File: src/rtl/emaxi_pkg.sv
// emesh packet layout, datamode codes and AXI write constants shared by
// the write bridge and its buffer; also the wstrb/wdata lane helpers.
package emaxi_pkg;

  localparam int WRITE_BIT = 0;
  localparam int DM_LSB    = 1;
  localparam int CTRL_LSB  = 3;
  localparam int DST_LSB   = 8;
  localparam int DATA_LSB  = 40;
  localparam int SRC_LSB   = 72;

  typedef enum logic [1:0] {
    DM_BYTE   = 2'd0,
    DM_HALF   = 2'd1,
    DM_WORD   = 2'd2,
    DM_DOUBLE = 2'd3
  } datamode_e;

  localparam logic [1:0] AXI_BURST_INCR = 2'b01;
  localparam logic [3:0] AXI_CACHE_MOD  = 4'b0011;

  function automatic logic [7:0] wstrb_f(
    input datamode_e  dm,
    input logic [2:0] a
  );
    logic [7:0] s;
    unique case (dm)
      DM_BYTE: s = 8'h01 << a;
      DM_HALF: s = 8'h03 << {a[2:1], 1'b0};
      DM_WORD: s = 8'h0F << {a[2], 2'b00};
      default: s = 8'hFF;
    endcase
    return s;
  endfunction

  function automatic logic [63:0] wdata_f(
    input datamode_e   dm,
    input logic [31:0] d,
    input logic [31:0] s
  );
    logic [63:0] w;
    unique case (dm)
      DM_BYTE: w = {8{d[7:0]}};
      DM_HALF: w = {4{d[15:0]}};
      DM_WORD: w = {d, d};
      default: w = {s, d};
    endcase
    return w;
  endfunction

endpackage

File: src/rtl/emaxi_wr_fifo.sv
// DEPTH x PW synchronous write buffer; head is visible from registers,
// so a pushed entry reaches dout_o no earlier than the next cycle.
// Ports: push_i/din_i write, pop_i/dout_o read, full_o/empty_o/count_o status.
module emaxi_wr_fifo #(
  parameter int PW    = 104,
  parameter int DEPTH = 4
) (
  input  logic                       clk,
  input  logic                       rst,
  input  logic                       push_i,
  input  logic [PW-1:0]              din_i,
  input  logic                       pop_i,
  output logic [PW-1:0]              dout_o,
  output logic                       full_o,
  output logic                       empty_o,
  output logic [$clog2(DEPTH+1)-1:0] count_o
);

  localparam int AW = $clog2(DEPTH);
  localparam int CW = $clog2(DEPTH+1);

  logic [PW-1:0] mem_q [DEPTH];
  logic [AW-1:0] wr_ptr_q, rd_ptr_q;
  logic [CW-1:0] count_q, count_d;

  assign full_o  = (count_q == CW'(DEPTH));
  assign empty_o = (count_q == '0);
  assign count_o = count_q;
  assign dout_o  = mem_q[rd_ptr_q];

  always_comb begin
    count_d = count_q;
    if (push_i && !pop_i)
      count_d = count_q + 1'b1;
    else if (!push_i && pop_i)
      count_d = count_q - 1'b1;
  end

  // power-of-two depth: pointers wrap by natural overflow
  always_ff @(posedge clk) begin
    if (rst) begin
      wr_ptr_q <= '0;
      rd_ptr_q <= '0;
      count_q  <= '0;
    end else begin
      if (push_i)
        wr_ptr_q <= wr_ptr_q + 1'b1;
      if (pop_i)
        rd_ptr_q <= rd_ptr_q + 1'b1;
      count_q <= count_d;
    end
  end

  always_ff @(posedge clk) begin
    if (push_i)
      mem_q[wr_ptr_q] <= din_i;
  end

endmodule

File: src/rtl/emaxi_wr_bridge.sv
// emesh write packets -> single-beat AXI4 AW/W writes, B accounting.
// Ports: wr_* emesh in, m_axi_aw*/w*/b* AXI master, outstanding/err_cnt/err status.
module emaxi_wr_bridge
  import emaxi_pkg::*;
#(
  parameter int PW      = 104,
  parameter int DEPTH   = 4,
  parameter int ID_W    = 4,
  parameter int AXI_ID  = 0,
  parameter int MAX_OUT = 8
) (
  input  logic            clk,
  input  logic            rst,
  input  logic            wr_access,
  input  logic [PW-1:0]   wr_packet,
  output logic            wr_wait,
  output logic [ID_W-1:0] m_axi_awid,
  output logic [31:0]     m_axi_awaddr,
  output logic [7:0]      m_axi_awlen,
  output logic [2:0]      m_axi_awsize,
  output logic [1:0]      m_axi_awburst,
  output logic            m_axi_awlock,
  output logic [3:0]      m_axi_awcache,
  output logic [2:0]      m_axi_awprot,
  output logic [3:0]      m_axi_awqos,
  output logic            m_axi_awvalid,
  input  logic            m_axi_awready,
  output logic [ID_W-1:0] m_axi_wid,
  output logic [63:0]     m_axi_wdata,
  output logic [7:0]      m_axi_wstrb,
  output logic            m_axi_wlast,
  output logic            m_axi_wvalid,
  input  logic            m_axi_wready,
  input  logic [ID_W-1:0] m_axi_bid,
  input  logic [1:0]      m_axi_bresp,
  input  logic            m_axi_bvalid,
  output logic            m_axi_bready,
  output logic [7:0]      outstanding,
  output logic [7:0]      err_cnt,
  output logic            err
);

  localparam int CW = $clog2(DEPTH+1);

  logic            push, pop, full, empty;
  logic [PW-1:0]   head;
  logic [CW-1:0]   count;
  datamode_e       dm;
  logic [31:0]     dst, dat, src;
  logic            hs_aw, hs_w, aw_fin, w_fin;
  logic            b_take, b_err;
  logic            aw_done_q, aw_done_d;
  logic            w_done_q, w_done_d;
  logic [7:0]      out_q, out_d;
  logic [7:0]      errc_q, errc_d;
  logic            err_q, err_d;

  // read packets are dropped here and never enter the buffer
  assign push    = wr_access & ~full & wr_packet[WRITE_BIT];
  assign wr_wait = full;

  emaxi_wr_fifo #(
    .PW    (PW),
    .DEPTH (DEPTH)
  ) u_fifo (
    .clk     (clk),
    .rst     (rst),
    .push_i  (push),
    .din_i   (wr_packet),
    .pop_i   (pop),
    .dout_o  (head),
    .full_o  (full),
    .empty_o (empty),
    .count_o (count)
  );

  assign dm  = datamode_e'(head[DM_LSB +: 2]);
  assign dst = head[DST_LSB +: 32];
  assign dat = head[DATA_LSB +: 32];
  assign src = head[SRC_LSB +: 32];

  // valids depend only on registered state, so they hold until handshake;
  // outstanding can only fall while awvalid waits
  assign m_axi_awvalid = ~empty & ~aw_done_q & (out_q < 8'(MAX_OUT));
  assign m_axi_wvalid  = ~empty & ~w_done_q;

  assign hs_aw  = m_axi_awvalid & m_axi_awready;
  assign hs_w   = m_axi_wvalid & m_axi_wready;
  assign aw_fin = aw_done_q | hs_aw;
  assign w_fin  = w_done_q | hs_w;
  assign pop    = ~empty & aw_fin & w_fin;

  assign m_axi_bready = ~rst;
  assign b_take = m_axi_bvalid & m_axi_bready & (out_q != 8'd0);
  assign b_err  = m_axi_bvalid & m_axi_bready & (m_axi_bresp != 2'b00);

  always_comb begin
    aw_done_d = aw_fin;
    w_done_d  = w_fin;
    if (pop) begin
      aw_done_d = 1'b0;
      w_done_d  = 1'b0;
    end
    out_d = out_q;
    if (hs_aw && !b_take)
      out_d = out_q + 8'd1;
    else if (!hs_aw && b_take)
      out_d = out_q - 8'd1;
    errc_d = errc_q;
    if (b_err && errc_q != 8'hFF)
      errc_d = errc_q + 8'd1;
    err_d = err_q | b_err;
  end

  always_ff @(posedge clk) begin
    if (rst) begin
      aw_done_q <= 1'b0;
      w_done_q  <= 1'b0;
      out_q     <= '0;
      errc_q    <= '0;
      err_q     <= 1'b0;
    end else begin
      aw_done_q <= aw_done_d;
      w_done_q  <= w_done_d;
      out_q     <= out_d;
      errc_q    <= errc_d;
      err_q     <= err_d;
    end
  end

  assign m_axi_awid    = ID_W'(AXI_ID);
  assign m_axi_awaddr  = dst;
  assign m_axi_awlen   = 8'd0;
  assign m_axi_awsize  = {1'b0, dm};
  assign m_axi_awburst = AXI_BURST_INCR;
  assign m_axi_awlock  = 1'b0;
  assign m_axi_awcache = AXI_CACHE_MOD;
  assign m_axi_awprot  = 3'd0;
  assign m_axi_awqos   = 4'd0;

  assign m_axi_wid   = ID_W'(AXI_ID);
  assign m_axi_wdata = wdata_f(dm, dat, src);
  assign m_axi_wstrb = wstrb_f(dm, dst[2:0]);
  assign m_axi_wlast = 1'b1;

  assign outstanding = out_q;
  assign err_cnt     = errc_q;
  assign err         = err_q;

  logic unused_ok;
  assign unused_ok = ^{head[CTRL_LSB +: 5], head[WRITE_BIT], m_axi_bid, count};

endmodule

File: config.mk
export PLATFORM = sky130hd
export DESIGN_NAME = emaxi_wr_bridge
export DESIGN_NICKNAME = d
export VERILOG_FILES = /design/src/rtl/emaxi_pkg.sv /design/src/rtl/emaxi_wr_fifo.sv /design/src/rtl/emaxi_wr_bridge.sv
export SDC_FILE = /design/constraint.sdc
export NUM_CORES = 1
export LEC_CHECK = 0
export ABC_AREA = 1
export CAP_MARGIN = 5
export CORE_MARGIN = 1.5
export CORE_UTILIZATION = 40
export DETAILED_ROUTE_END_ITERATION = 10
export HOLD_SLACK_MARGIN = 0.12
export PLACE_DENSITY = 0.74
export SYNTH_ARGS = -nofsm -noshare
export SYNTH_HDL_FRONTEND = slang
export SYNTH_SLANG_ARGS = --single-unit
File: constraint.sdc
create_clock -name clk -period 6 [get_ports clk]
set_input_delay 1.2 -clock clk [delete_from_list [all_inputs] [get_ports clk]]
set_output_delay 1.2 -clock clk [all_outputs]
set_load 0.03 [all_outputs]
Word-level counts from Yosys, hierarchy flattened
Memory sizes are Yosys's and may differ from the RTL's. A register that Yosys moved wholly into a read port is not among the register bits.
Cells that the tools add are included.
{"block": "totals", "in_bits": 116, "ramBits": 416, "elab_cells": 70, "memories": 1, "regBits": 26}
{"name": "u_fifo.mem_q", "words": 4, "word_bits": 104, "read_ports": 1, "rd_clocked_by_memory_dff": 1, "wr": 1, "line": "emaxi_wr_fifo.sv:22", "source": "logic [PW-1:0] mem_q [DEPTH];"}
{"block": "op_classes", "n_bitwise": 20, "eq_ne": 4, "n_lt_le_gt_ge": 1, "addsub": 7, "shift": 3, "mux": 10, "reduce_logical": 16}
{"operator": "64-bit one-hot mux with 3 select lines", "count": 1}
{"operator": "8-bit one-hot mux with 3 select lines", "count": 1}
{"operator": "8-bit by 1-bit adder with 8-bit output, second input constant", "count": 2}
{"operator": "8-bit two-way mux", "count": 2}
{"operator": "1-bit bitwise AND", "count": 12}
{"operator": "8-bit by 4-bit < comparator with 1-bit output, second input constant", "count": 1}
{"operator": "8-bit inequality test, second input constant", "count": 1}
{"operator": "8-bit nonzero test", "count": 1}
{"operator": "1-bit by 3-bit left shift with 8-bit output, first input constant", "count": 1}
{"operator": "2-bit by 3-bit left shift with 8-bit output, first input constant", "count": 1}
{"operator": "4-bit by 3-bit left shift with 8-bit output, first input constant", "count": 1}
{"operator": "8-bit by 1-bit subtractor with 8-bit output, second input constant", "count": 1}
{"operator": "3-bit two-way mux", "count": 2}
{"operator": "2-bit nonzero test", "count": 3}
{"operator": "1-bit logical AND", "count": 5}
{"operator": "1-bit NOT", "count": 5}
{"operator": "2-bit by 1-bit adder with 2-bit output, second input constant", "count": 2}
{"operator": "1-bit zero test", "count": 4}
{"operator": "2-bit two-way mux", "count": 2}
{"operator": "3-bit by 1-bit adder with 3-bit output, second input constant", "count": 1}
{"operator": "3-bit equality test, second input constant", "count": 1}
{"operator": "3-bit zero test", "count": 1}
{"operator": "1-bit OR", "count": 3}
{"operator": "3-bit by 1-bit subtractor with 3-bit output, second input constant", "count": 1}
{"operator": "5 further kinds", "count": 6}

Depth between registers and ports, before layout
Gate-level depths: netlist of run 1.
{"block": "logic_depth", "depth_word": 11, "mapped_depth": 16}

Hierarchy
A second synthesis of run 1 with hierarchy kept.
{"block": "unflattened", "hier_cells": 1481, "area_unflattened_um2": 18391.4}
{"module": "emaxi_wr_fifo", "area_each_um2": 16014.1, "seq_area_each_um2": 12672.2, "n_inst": 1, "cells_each": 1063}
{"module": "emaxi_wr_bridge", "area_each_um2": 2377.3, "seq_area_each_um2": 380.4, "n_inst": 1, "cells_each": 418}

Worst setup path after synthesis of run 1
OpenSTA, ideal clock, no wires.
{"block": "synth_timing", "path_kind": "input -> register", "startpoint": "in wr_packet[0]", "endpoint": "mem u_fifo.mem_q[0][100], enable pin", "setup_slack_ns": -0.193, "n_path_buf": 0, "t_arrival_ns": 5.637, "path_stages": 4, "path_cell_list": "nand2_1 > nor2_1 > inv_1 > nor2_1"}
{"block": "synth_via", "elab_chain_cells": 3}
{"element": "start: declaration", "line": "emaxi_wr_bridge.sv:15", "source": "input logic [PW-1:0] wr_packet,"}
{"element": "1-bit bitwise AND", "line": "emaxi_wr_bridge.sv:59", "source": "assign push = wr_access & ~full & wr_packet[WRITE_BIT];"}
{"element": "net push", "line": "emaxi_wr_bridge.sv:45", "source": "logic push, pop, full, empty;"}
{"element": "1-bit two-way mux", "line": "emaxi_wr_fifo.sv:55", "source": "if (push_i)"}
{"element": "1-bit two-way mux (implied by the code)", "line": "emaxi_wr_fifo.sv:56", "source": "mem_q[wr_ptr_q] <= din_i;"}
{"element": "end: declaration", "line": "emaxi_wr_fifo.sv:22"}
The timed path passes the listed nets, and every way through them passes these cells.

==> results of run 1 <==
## registers in the layout (all words and copies together), names as in the netlist, named ones only
register / count
u_fifo.rd_ptr_q: 2
u_fifo.wr_ptr_q: 2
u_fifo.count_o: 3
aw_done_q: 1
err: 1
outstanding: 8
u_fifo.mem_q: 392
err_cnt: 8
w_done_q: 1
## worst min-delay path by stage
stage / from / to / slack (ps)
2_1_floorplan: u_fifo.wr_ptr_q[0] / u_fifo.wr_ptr_q[0] / 460
3_3_place_gp: err / err / 440
3_5_place_dp: err / err / 450
4_1_cts: err / err / 460
5_1_grt: err / err / 480
6_report: err / err / 460
## stage by stage
step | setup TNS (ps) | instances | instance area, um2 | hold slack, ps | worst slack (ps)
detailed placement | 0 | 2226 | 20140 | 454.3 | 1183
global placement | 0 | 2226 | 20140 | 439.6 | 1209
CTS | 0 | 2299 | 21530 | 464.4 | 503.1
finish | 0 | 2302 | 21540 | 456.5 | 582.1
floorplan | -75680 | 1505 | 17560 | 462.6 | -193.1
global route | 0 | 2300 | 21530 | 478.3 | 358.4
## cells by family after synthesis
| group | share of synthesized area, % |
|---|---|
| fa+ha+maj | 1.162 |
| simple gates | 12.18 |
| compound gates | 10.18 |
| buf+inv | 5.507 |
| xor+xnor | 0.2510 |
| other cells | 0.04304 |
| flops | 70.67 |
## power by group through the flow
stage	combinational [mW]	sequential (mW)	clock [mW]
after floorplan	1.54	3.53	0
after global placement	2.47	3.49	0
after detailed placement	2.50	3.50	0
after CTS	2.51	3.44	2.69
after global routing	2.70	3.46	2.79
final	2.51	3.44	2.64
## layout make-up
cell class                 count  area (um2)
inverter                      79       302.8
clock buffer                  48        1116
tap                          585       732.0
multi-input combinational    897        4299
timing repair buffer         245        2472
clock inverter                25       269.0
fill                        3688       21540
antenna                        3       7.507
sequential                   420       12340
## worst min-delay path, delay by kind of cell (launching register included)
| kind | cells | cell delay, ps |
|---|---|---|
| flops | 1 | 310 |
| simple gates | 2 | 110 |
## placed cells by master, fill, tap and decap left out, types with 5 or more instances in the layout
cell type	synthesis	routed
edfxtp_1	392	392
clkdlybuf4s50_1	0	233
nand2_1	218	218
nor2_1	205	201
o21ai_0	179	179
o22ai_1	72	72
inv_1	71	71
nand3_1	62	62
clkbuf_16	0	44
a21oi_1	41	41
conb_1	2	32
dfxtp_1	28	26
o21ai_1	16	16
nand4_1	15	15
ha_1	13	13
clkinv_1	1	10
a31oi_1	9	9
buf_4	44	8
nor2_4	3	7
clkinv_2	0	6
inv_2	6	5
bufinv_16	0	5
## per-layer routing
layer | GRT usage, % | vias up
met2 | 30.32 | 504
met3 | 6.587 | 90
met1 | 24.20 | 5700
met4 | 6.305 | 12
li1 | - | 5617
met5 | 0 | -
==> metrics.yaml, run 1 <==
die_x_um: 211.9
cts_sinks: 420
hold_path_class: "register to register"
ctsResizeCount: 0
maxCapViolCount: 0
synth_cells: 1475
slew_headroom_pct: 30.47
yosys.area.top_type: "edfxtp_1"
yosys-top-cells-count: "edfxtp_1, nand2_1, nor2_1"
crit_arrival_ps: 4220
finalCritPeriodShare_pct: 90.30
cts-hold-fix-buffers: 0
dr_total_vias: 11920
die_area_um2: 44880
ys.flop_type: "edfxtp_1"
cp_num_buf_inv: 3
rsz0062_at_grt: "false"
drive_gt1_share_pct: 5.718
p_leak_nw: 7.673
final_core_util_pct: 49.99
drt_wl_total_mm: 43.26
cp-start-kind: "register"
syn_area_um2: 17450
antenna_found_initial: 9
numPortBuffers: 233
io_pins: 275
max_slew.worst_pin.slew_ps: 1043
rr_worst_depth: 15
hold_depth: 2
seqPwrFrac_pct: 40.1
wl_met3_mm: 4.616
core_area_um2: 43080
core.rowCount: 76
reg2reg_to: "outstanding[3]"
initial_core_util_pct: 40.51
cts_tree: "yes"
critical_path.top_delay_family: "buffers and inverters"
dr.pass1.iters: 5
max_stage_delay_ps: 820
synthArstFlopShare_pct: 0
regToRegSetupSlack_ps: 3100
clock_latency_ps: 570
p_sw_share_pct: 32.66
post-route-drc-count: 0
dpl.hpwl_mm: 26.26
cp_cell_sequence: "inv_6 -> buf_4 -> o21ai_0 -> o22ai_1 -> nand2_1 -> nand4_1 -> clkdlybuf4s50_1"
grt_pass1_wl_mm: 63.87
post_cts_buffers: 0
grt-ovfl-total: 0
r2r-start: "outstanding[3]"
fin_skew_ps: 15.58
routedWlPerCell_um: 18.79
outcome: "finished, final reports clean"
final_antenna_net_count: 0
synth-edff-count: 392
finalSetupViolations: 0
cts_buffers: 43
endpoint_kind: "primary output"
viasPerCell: 5.179
cp_slowest_cell: "buf_4"
fmax_ghz: 0.1846
drtIter0Drc: 1040
cts-htree-levels: 2
wl_met2_mm: 19.96
final.min_clock_period_ps: 5418
pwr-share-clk_pct: 30.7
yosys-top-cells-area: "edfxtp_1, o21ai_0, nand2_1"
grt_max_degree: 108
ctsLongestPathBuffers: 3
synth_most_common_cell: "edfxtp_1"
ys_seq_elements: 420
drt-met1-wl_mm: 17.39
p_comb_share_pct: 29.2
peakVddDrop_v: 0.0003166
critical_path_required_ps: 4800
final_nets: 1817
synth.avg_cell_area_um2: 11.83
path_max_fanout: 107
area_growth_pct: 23.42
grt_pass1_vias: 11120
die_h_um: 211.9
crit_cells: 7
finalHoldViolCount: 0
drv_slew: 0
ys_seq_area_share_pct: 70.67
total_power_mw: 8.582
yosys_warnings: 0
power.net_switching_mw: 2.803
clkTransAtPathRegs_ps: 70
crit_type: "register to primary output"
power_density_nw_per_um2: 398.5
top_layer_used: "met5"
cts-root-buf: "clkbuf_16"
ys_types: 40
grt_usage_pct: 19.00
place.gp.congestion: 0.8593
synth_top_area_share_pct: 67.46
cellInternalPower_mw: 5.779
crit_path_end: "m_axi_wdata[58]"
Note: power is estimated with default switching activity, not from simulation.
==> run 2: changes to the inputs <==
- CORE_MARGIN: 1.5 -> 2
==> run 2 against run 1 <==
Against the previous run:
- hold slack got worse by 5.1 ps
- register-to-register slack gained 40 ps
- clock skew up 7.2 ps
- routed wire length up 3.8%
- highest routed layer unchanged
==> metrics.yaml, run 2 (same netlist as run 1, synthesis figures left out) <==
post-route-drc-count: 0  # unchanged
dr_total_vias: 12070  # +1.2%
critical_path_required_ps: 4800  # about the same
instances_no_fill: 2321  # +0.83%
peakVddDrop_v: 0.0003148  # -0.57%
numPortBuffers: 233  # unchanged
p_leak_nw: 7.761  # +1.1%
final.min_clock_period_ps: 5257  # -161.2 ps
pre_cts_slack_ps: 1309  # +125.9 ps
grt_pass1_vias: 11440  # +2.9%
drv_slew: 0  # unchanged
ctsLongestPathBuffers: 3  # unchanged
fill_cells: 3683  # -0.14%
grt-ovfl-total: 0  # unchanged
endpoint_kind: "primary output"
cts_sinks: 420  # unchanged
routedWlPerCell_um: 19.35  # +3.0%
grt_max_degree: 170  # +57%
finalHoldViolCount: 0  # unchanged
cts-root-buf: "clkbuf_16"
cp-start-kind: "register"
fmax_ghz: 0.1902  # +3.1%
io_pins: 275  # unchanged
cts_tree: "yes"
rsz0062_at_grt: "false"
drtIter0Drc: 1214  # +17%
post_cts_buffers: 0  # unchanged
grt_usage_pct: 19.46  # +0.46 points
power_density_nw_per_um2: 405.4  # +1.7%
area_growth_pct: 24.34
final_nets: 1827  # +0.55%
dr.pass1.iters: 6  # +1
clock_latency_ps: 580  # about the same
cts-hold-fix-buffers: 0  # unchanged
initial_core_util_pct: 40.51  # unchanged
drive_gt1_share_pct: 6.751  # +1.0 points
crit_arrival_ps: 4060  # -160 ps
grt_pass1_wl_mm: 65.89  # +3.2%
die_area_um2: 45310  # +0.95%
placedCellCount: 2234  # +0.36%
ctsResizeCount: 0  # unchanged
die_h_um: 212.9  # +0.47%
final_antenna_net_count: 0  # unchanged
hold_path_class: "register to register"
max_slew.worst_pin.slew_ps: 1118  # +74.58 ps
die_x_um: 212.9  # +0.47%
total_power_mw: 8.796  # +2.5%
worst_slack_ps: 743.3  # +161.2 ps
path_max_fanout: 30  # -72%
final_core_util_pct: 50.37  # +0.37 points
fin_skew_ps: 22.82  # +7.245 ps
drt_wl_total_mm: 44.91  # +3.8%
final_cell_mix: "edfxtp_1, clkdlybuf4s50_1, nand2_1"
dpl.hpwl_mm: 28.31  # +7.8%
place.gp.congestion: 0.8240  # -4.1%
core.rowCount: 76  # unchanged
crit_type: "register to primary output"
cts-htree-levels: 2  # unchanged
finalSetupViolations: 0  # unchanged
slew_headroom_pct: 25.49  # -5.0 points
largest_reg_flops: 392  # unchanged
clkTransAtPathRegs_ps: 50  # -20 ps
antenna_found_initial: 8  # -1
core_area_um2: 43080  # unchanged
cts_buffers: 45  # +4.7%
regMostFlops: "u_fifo.mem_q"
viasPerCell: 5.200  # +0.40%
outcome: "finished, final reports clean"
maxCapViolCount: 0  # unchanged
fin_hold_ws_ps: 451.4  # -5.067 ps
finalCritPeriodShare_pct: 87.61  # -2.7 points
layout_commonest_cell: "edfxtp_1"
run 2: path summary, 6_finish.rpt:
kind                        from         endpoint  slack [ps]  cells after the start
hold / removal               err              err         450                      2
setup / recovery        register  m_axi_wdata[53]         740                      7
setup reg to reg  outstanding[3]   outstanding[3]        3140                     15
hold reg to reg              err              err         450                      2
run 2: final cells by class:
cell class	count	area, um2	share of cell area [%]
tap	585	732.0	3.374
timing repair buffer	253	2495	11.50
multi-input combinational	897	4299	19.82
clock buffer	50	1145	5.277
clock inverter	34	377.9	1.742
sequential	420	12340	56.86
antenna	3	7.507	0.03460
inverter	79	302.8	1.396
run 2: routing by layer:
metal  up-vias  GRT usage [%]  part of all wire, %
li1       5645              -                    -
met1      5774          24.77                   40
met2       538          31.46                   47
met3       100          6.001                   10
met4        12          6.921                  2.9
met5         -              0                 0.16
run 2: critical path, stage by stage (launching register included):
cell	delay (ps)
dfxtp_2	840
clkinv_2	190
nand3_1	140
nand2_2	290
nor2_2	790
inv_1	260
o21ai_1	250
clkdlybuf4s50_1	710
run 2: power by group:
part,switching (mW),internal (mW)
combinational,1.65,0.875
clock,1.17,1.66
sequential,0.0797,3.35
run 2: per-stage QoR:
step	TNS (ps)	area [um2]
2_1_floorplan	-75680	17560
3_3_place_gp	0	20170
3_5_place_dp	0	20170
4_1_cts	0	21690
5_1_grt	0	21690
6_report	0	21700
